File: src/rtl/exu_wbu_pkg.sv
// Shared definitions for the writeback unit: FSM state encodings, load-size
// codes and the alignment mask helper used by the load formatter.
package exu_wbu_pkg;

    typedef enum logic [1:0] {
        WBU_IDLE     = 2'd0,
        WBU_WAIT_MEM = 2'd1,
        WBU_WRITE    = 2'd2
    } wbu_state_e;

    localparam logic [1:0] LD_B = 2'd0;
    localparam logic [1:0] LD_H = 2'd1;
    localparam logic [1:0] LD_W = 2'd2;
    localparam logic [1:0] LD_D = 2'd3;

    // Offset bits that must be zero for an access of the given size.
    function automatic logic [3:0] ld_align_mask(input logic [1:0] size);
        logic [3:0] mask;
        case (size)
            LD_B:    mask = 4'b0000;
            LD_H:    mask = 4'b0001;
            LD_W:    mask = 4'b0011;
            LD_D:    mask = 4'b0111;
            default: mask = 4'b0000;
        endcase
        return mask;
    endfunction

endpackage

File: src/rtl/exu_wbu_ldfmt.sv
// Load formatter: shifts the naturally aligned memory word down to the
// addressed byte, extracts the access width, extends it and flags misalignment.
module exu_wbu_ldfmt
    import exu_wbu_pkg::*;
#(
    parameter int XLEN  = 32,
    parameter int OFF_W = $clog2(XLEN / 8)
) (
    input  logic [XLEN-1:0]  rdata_i,
    input  logic [1:0]       size_i,
    input  logic             unsigned_i,
    input  logic [OFF_W-1:0] off_i,
    output logic [XLEN-1:0]  data_o,
    output logic             misalign_o
);

    logic [XLEN-1:0] shifted_s;
    logic [63:0]     wide_s;
    logic [63:0]     ext_s;
    logic [3:0]      off_ext_s;

    assign shifted_s = rdata_i >> {off_i, 3'b000};
    assign wide_s    = 64'(shifted_s);
    assign off_ext_s = 4'(off_i);

    // Extension is done at 64 bits; truncating to XLEN lets any access as wide
    // as the datapath pass through unchanged.
    always_comb begin
        ext_s = wide_s;
        case (size_i)
            LD_B:    ext_s = {{56{~unsigned_i & wide_s[7]}},  wide_s[7:0]};
            LD_H:    ext_s = {{48{~unsigned_i & wide_s[15]}}, wide_s[15:0]};
            LD_W:    ext_s = {{32{~unsigned_i & wide_s[31]}}, wide_s[31:0]};
            LD_D:    ext_s = wide_s;
            default: ext_s = wide_s;
        endcase
    end

    assign data_o     = ext_s[XLEN-1:0];
    assign misalign_o = |(off_ext_s & ld_align_mask(size_i));

endmodule

File: src/rtl/exu_wbu.sv
// Writeback unit: accepts one retiring instruction, waits for load data when
// needed, then issues a one-cycle registered GPR write and retire pulse.
module exu_wbu
    import exu_wbu_pkg::*;
#(
    parameter int XLEN   = 32,
    parameter int REG_AW = 5,
    parameter int OFF_W  = $clog2(XLEN / 8)
) (
    input  logic              clk,
    input  logic              rst,
    input  logic              in_valid,
    output logic              in_ready,
    input  logic              in_wb_en,
    input  logic [REG_AW-1:0] in_rd,
    input  logic              in_is_load,
    input  logic [1:0]        in_ld_size,
    input  logic              in_ld_unsigned,
    input  logic [OFF_W-1:0]  in_addr_off,
    input  logic [XLEN-1:0]   in_alu_result,
    input  logic              mem_rvalid,
    output logic              mem_rready,
    input  logic [XLEN-1:0]   mem_rdata,
    output logic              gpr_w_en,
    output logic [REG_AW-1:0] gpr_waddr,
    output logic [XLEN-1:0]   gpr_wdata,
    output logic              retire,
    output logic              misalign
);

    wbu_state_e        state_q, state_d;
    logic [REG_AW-1:0] rd_q, rd_d;
    logic              wb_en_q, wb_en_d;
    logic [1:0]        size_q, size_d;
    logic              uns_q, uns_d;
    logic [OFF_W-1:0]  off_q, off_d;
    logic              w_en_q, w_en_d;
    logic [REG_AW-1:0] waddr_q, waddr_d;
    logic [XLEN-1:0]   wdata_q, wdata_d;
    logic              retire_q, retire_d;
    logic              misalign_q, misalign_d;

    logic [XLEN-1:0]   fmt_data_s;
    logic              fmt_mis_s;

    exu_wbu_ldfmt #(
        .XLEN  (XLEN),
        .OFF_W (OFF_W)
    ) u_ldfmt (
        .rdata_i    (mem_rdata),
        .size_i     (size_q),
        .unsigned_i (uns_q),
        .off_i      (off_q),
        .data_o     (fmt_data_s),
        .misalign_o (fmt_mis_s)
    );

    // Next state; write-port values are computed on the edge into WRITE so the
    // outputs are registered and hold their last value outside WRITE.
    always_comb begin
        state_d    = state_q;
        rd_d       = rd_q;
        wb_en_d    = wb_en_q;
        size_d     = size_q;
        uns_d      = uns_q;
        off_d      = off_q;
        w_en_d     = 1'b0;
        waddr_d    = waddr_q;
        wdata_d    = wdata_q;
        retire_d   = 1'b0;
        misalign_d = 1'b0;
        case (state_q)
            WBU_IDLE: begin
                if (in_valid) begin
                    rd_d    = in_rd;
                    wb_en_d = in_wb_en;
                    size_d  = in_ld_size;
                    uns_d   = in_ld_unsigned;
                    off_d   = in_addr_off;
                    if (in_is_load) begin
                        state_d = WBU_WAIT_MEM;
                    end else begin
                        waddr_d  = in_rd;
                        wdata_d  = in_alu_result;
                        w_en_d   = in_wb_en & (in_rd != {REG_AW{1'b0}});
                        retire_d = 1'b1;
                        state_d  = WBU_WRITE;
                    end
                end else begin
                    state_d = WBU_IDLE;
                end
            end
            WBU_WAIT_MEM: begin
                if (mem_rvalid) begin
                    waddr_d    = rd_q;
                    wdata_d    = fmt_data_s;
                    w_en_d     = wb_en_q & (rd_q != {REG_AW{1'b0}}) & ~fmt_mis_s;
                    retire_d   = 1'b1;
                    misalign_d = fmt_mis_s;
                    state_d    = WBU_WRITE;
                end else begin
                    state_d = WBU_WAIT_MEM;
                end
            end
            WBU_WRITE: state_d = WBU_IDLE;
            default:   state_d = WBU_IDLE;
        endcase
    end

    // State and output registers with synchronous reset.
    always_ff @(posedge clk) begin
        if (rst) begin
            state_q    <= WBU_IDLE;
            rd_q       <= {REG_AW{1'b0}};
            wb_en_q    <= 1'b0;
            size_q     <= 2'd0;
            uns_q      <= 1'b0;
            off_q      <= {OFF_W{1'b0}};
            w_en_q     <= 1'b0;
            waddr_q    <= {REG_AW{1'b0}};
            wdata_q    <= {XLEN{1'b0}};
            retire_q   <= 1'b0;
            misalign_q <= 1'b0;
        end else begin
            state_q    <= state_d;
            rd_q       <= rd_d;
            wb_en_q    <= wb_en_d;
            size_q     <= size_d;
            uns_q      <= uns_d;
            off_q      <= off_d;
            w_en_q     <= w_en_d;
            waddr_q    <= waddr_d;
            wdata_q    <= wdata_d;
            retire_q   <= retire_d;
            misalign_q <= misalign_d;
        end
    end

    assign in_ready   = (state_q == WBU_IDLE);
    assign mem_rready = (state_q == WBU_WAIT_MEM);
    assign gpr_w_en   = w_en_q;
    assign gpr_waddr  = waddr_q;
    assign gpr_wdata  = wdata_q;
    assign retire     = retire_q;
    assign misalign   = misalign_q;

endmodule

File: config.mk
export PLATFORM = sky130hd
export DESIGN_NAME = exu_wbu
export DESIGN_NICKNAME = d
export VERILOG_FILES = /design/src/rtl/exu_wbu_pkg.sv /design/src/rtl/exu_wbu_ldfmt.sv /design/src/rtl/exu_wbu.sv
export SDC_FILE = /design/constraint.sdc
export NUM_CORES = 1
export LEC_CHECK = 0
export CORE_MARGIN = 2
export CORE_UTILIZATION = 50
export CTS_BUF_LIST = sky130_fd_sc_hd__clkbuf_2
export DETAILED_ROUTE_END_ITERATION = 16
export PLACE_DENSITY_LB_ADDON = 0.05
export SYNTH_ARGS = -nofsm -noshare
export SYNTH_HDL_FRONTEND = slang
export SYNTH_HIERARCHICAL = 1
export SYNTH_SLANG_ARGS = --single-unit
File: constraint.sdc
create_clock -name clk -period 5.7 [get_ports clk]
set_clock_uncertainty 0.15 [all_clocks]
set_input_delay 1.425 -clock clk [delete_from_list [all_inputs] [get_ports clk]]
set_output_delay 1.425 -clock clk [all_outputs]
set_load 0.01 [all_outputs]
==> impl_metrics.csv <==
group,metric,value,unit
worst_hold_path,holdPathStages,2,
cells_and_area,area_delta_synth_final,34.5,%
place,portBuffers,121,
clocking,max-clock-path-buffers,2,
die,initial_core_util,52.2,%
place,globalplace.congestion,0.914,
worst_setup_path,critPathTopFamily,"flip-flops",
worst_setup_path,cp-start-kind,"flop",
detailed_routing,drt-initial-drc-count,165,
global_routing,grt_usage,26.0,%
detailed_routing,drt_wl_total,9510,µm
die,die_h,85.6,µm
synth,syn_nets,477,
worst_setup_path,timing.rr.start,"off_q[0]",
synth,syn_inst,397,
die,row_count,29,
clocking,clk_pin_slew_worst_paths,0.28,ns
sta,layout_setup_ws,1.97,ns
worst_setup_path,cp-end-kind,"output port",
sta,slew_headroom,21.9,%
synth,synth-edff-count,0,
clocking,clock-sinks,52,
job,drv_cap,0,
cells_and_area,regArea,1040,µm²
power_and_ir_drop,ir_worst_vdd,0.130,mV
synth,synthFlopType,"dfxtp_1",
place,place_ws,2.06,ns
synth,avgSynthCellArea,8.40,µm²
cells_and_area,fin_nets,566,
cells_and_area,multi_input_area,2050,µm²
power_and_ir_drop,total_leakage_power,1.53,nW
worst_setup_path,worstRegToRegCells,6,
worst_setup_path,crit_type,"flop to output port",
die,core_area,6390,µm²
synth,ys_ff_latch,52,
cells_and_area,nFillCells,562,
clocking,cts-buffers-inserted,5,
detailed_routing,wire_per_inst,16.9,µm
sta,hold_viol_final,0,
detailed_routing,via_count,3340,
sta,worstMarginPinSlew,1.17,ns
detailed_routing,drcViolationCount,0,
place,dpl_cell_area,4440,µm²
synth,ys_types,39,
cells_and_area,utilization,70.2,%
outcome,outcome,"finished clean",
detailed_routing,drt-vias-per-instance,5.92,
cells_and_area,diodes,0,
global_routing,grt_first_pass_wirelength,15700,µm
worst_hold_path,hp-class,"flop to flop",
clocking,cts_tree,"done",
detailed_routing,drt_first_pass_iters,4,
sta,setup_viol,0,
worst_hold_path,holdCritStartpoint,"wb_en_q",
clocking,post-cts-setup-buffer-count,0,
global_routing,grt_max_degree,53,
worst_setup_path,cp_max_fo,48,
worst_setup_path,rrSetupSlack,3.02,ns
die,ios,122,
worst_hold_path,worst_hold_path.endpoint,"wb_en_q",
sta,post-route-min-period,3.73,ns
clocking,clock_latency,0.44,ns
global_routing,grt_overflow,0,
worst_setup_path,crit_chain,"clkdlybuf4s50_1",
sta,clock.fmax,268,MHz
synth,ys_seq_area_share,31.2,%
sta,fin_crit_sh,65.4,%
place,hpwl,6790,µm
clocking,hold_buffers,0,
synth,synthArstFlopShare,0,%
worst_setup_path,crit_path_top_delay_cell,"dfxtp_2",
clocking,htreeDepth,2,
die,dieWidth,85.6,µm
worst_setup_path,rr_endpoint,"gpr_wdata[23]",
sta,rsz0062_at_grt,"no",
power_and_ir_drop,power.density,205,nW/µm²
clocking,cts_repair_resize_count,0,
worst_setup_path,arrival,2.15,ns
sta,slew_viol_final,0,
worst_setup_path,slowest_delay,1.01,ns
worst_setup_path,critical_path_required,4.12,ns
synth,netlist_area,3330,µm²
power_and_ir_drop,power,920,µW
detailed_routing,final_antenna_net_count,0,
clocking,cts_root_buf,"clkbuf_2",
worst_setup_path,crit_buf_inv,1,
global_routing,grt_pass1_vias,3268,
synth,yosys_warnings,6,
sta,fin_setup_tns,0,ns
global_routing,antenna_found_initial,0,
cells_and_area,final_area,4480,µm²
die,dieArea,7340,µm²
cells_and_area,drive_above_1_share,14.0,%
final cells by class:
cell class	instances	share of cell area, %
clock buffer	6	0.670
clock inverter	2	0.307
multi-input combinational	299	45.7
tap	77	2.15
inverter	2	0.167
sequential	52	23.2
timing repair buffer	126	27.7
stage by stage:
stage | hold WS (ns) | instances
floorplan | 0.308 | 397
global placement | 0.347 | 556
detailed placement | 0.350 | 556
CTS | 0.396 | 564
global route | 0.433 | 564
finish | 0.393 | 564
flip-flops by register name, summed over array words and instances, names as in the netlist:
signal and flops:
gpr_waddr 5, gpr_w_en 1, size_q 2, rd_q 5
off_q 2, uns_q 1, state_q 1, misalign 1
wb_en_q 1, retire 1, gpr_wdata 32
cells in the mapped netlist (3+ instances only):
| cell | n | area share, % |
|---|---|---|
| a21oi_1 | 53 | 8.0 |
| dfxtp_1 | 52 | 31 |
| o21ai_0 | 41 | 6.2 |
| nor3_1 | 39 | 5.9 |
| a211oi_2 | 30 | 11 |
| mux2i_1 | 26 | 7.8 |
| nand2_1 | 24 | 2.7 |
| clkbuf_1 | 23 | 2.6 |
| nor2_1 | 18 | 2.0 |
| o211ai_1 | 16 | 3.6 |
| a211oi_1 | 9 | 2.0 |
| mux2_2 | 9 | 3.0 |
| or2_2 | 8 | 1.5 |
| buf_2 | 7 | 1.1 |
| buf_6 | 6 | 2.0 |
| buf_4 | 5 | 1.1 |
| nor2b_1 | 4 | 0.75 |
| o21ai_1 | 3 | 0.45 |
where the power goes:
group | internal (mW) | switching [mW]
combinational | 0.177 | 0.162
clock | 0.0334 | 0.123
sequential | 0.395 | 0.0299
logic make-up (layout without fill, tap and decap cells):
kind of cell           count (synthesis)  after routing  share of synthesized area, %
DFF                                   52             52                          31.2
muxes                                 36             36                          11.3
and+or+nand+nor                      105            105                          16.0
buffers and inverters                 46            136                          7.43
AOI/OAI and AO/OA                    158            158                          34.0
how the worst max path moves through the flow:
stage / startpoint / endpoint / slack, ns / depth (start not counted)
finish: retire / retire / 1.97 / 1
global route: retire / retire / 1.84 / 1
CTS: retire / retire / 1.97 / 1
detailed placement: in_valid / gpr_w_en / 2.06 / 4
global placement: in_valid / gpr_w_en / 2.07 / 4
floorplan: mem_rdata[31] / gpr_wdata[22] / 2.89 / 6
placed cells by master, fill, tap and decap left out, types with 2 or more instances in the layout:
master           count
nor2b_1              4
a21oi_1             53
inv_1                2
mux2i_1             26
nor3_1              39
clkbuf_2             6
buf_4                5
clkdlybuf4s50_1    120
mux2_2               9
nor2_1              18
a211oi_1             9
o21ai_1              3
a211oi_2            30
nand2_1             24
or2_2                8
dfxtp_1             51
o21ai_0             41
o211ai_1            16
per-layer routing:
metal | routed length (µm) | vias up | GRT usage, %
li1 | - | 1652 | -
met1 | 4230 | 1579 | 33.9
met2 | 4730 | 101 | 45.1
met3 | 480 | 8 | 4.43
met4 | 78 | 0 | 5.92
met5 | 0 | - | 0
No activity file was read; power rests on OpenSTA's default activity.
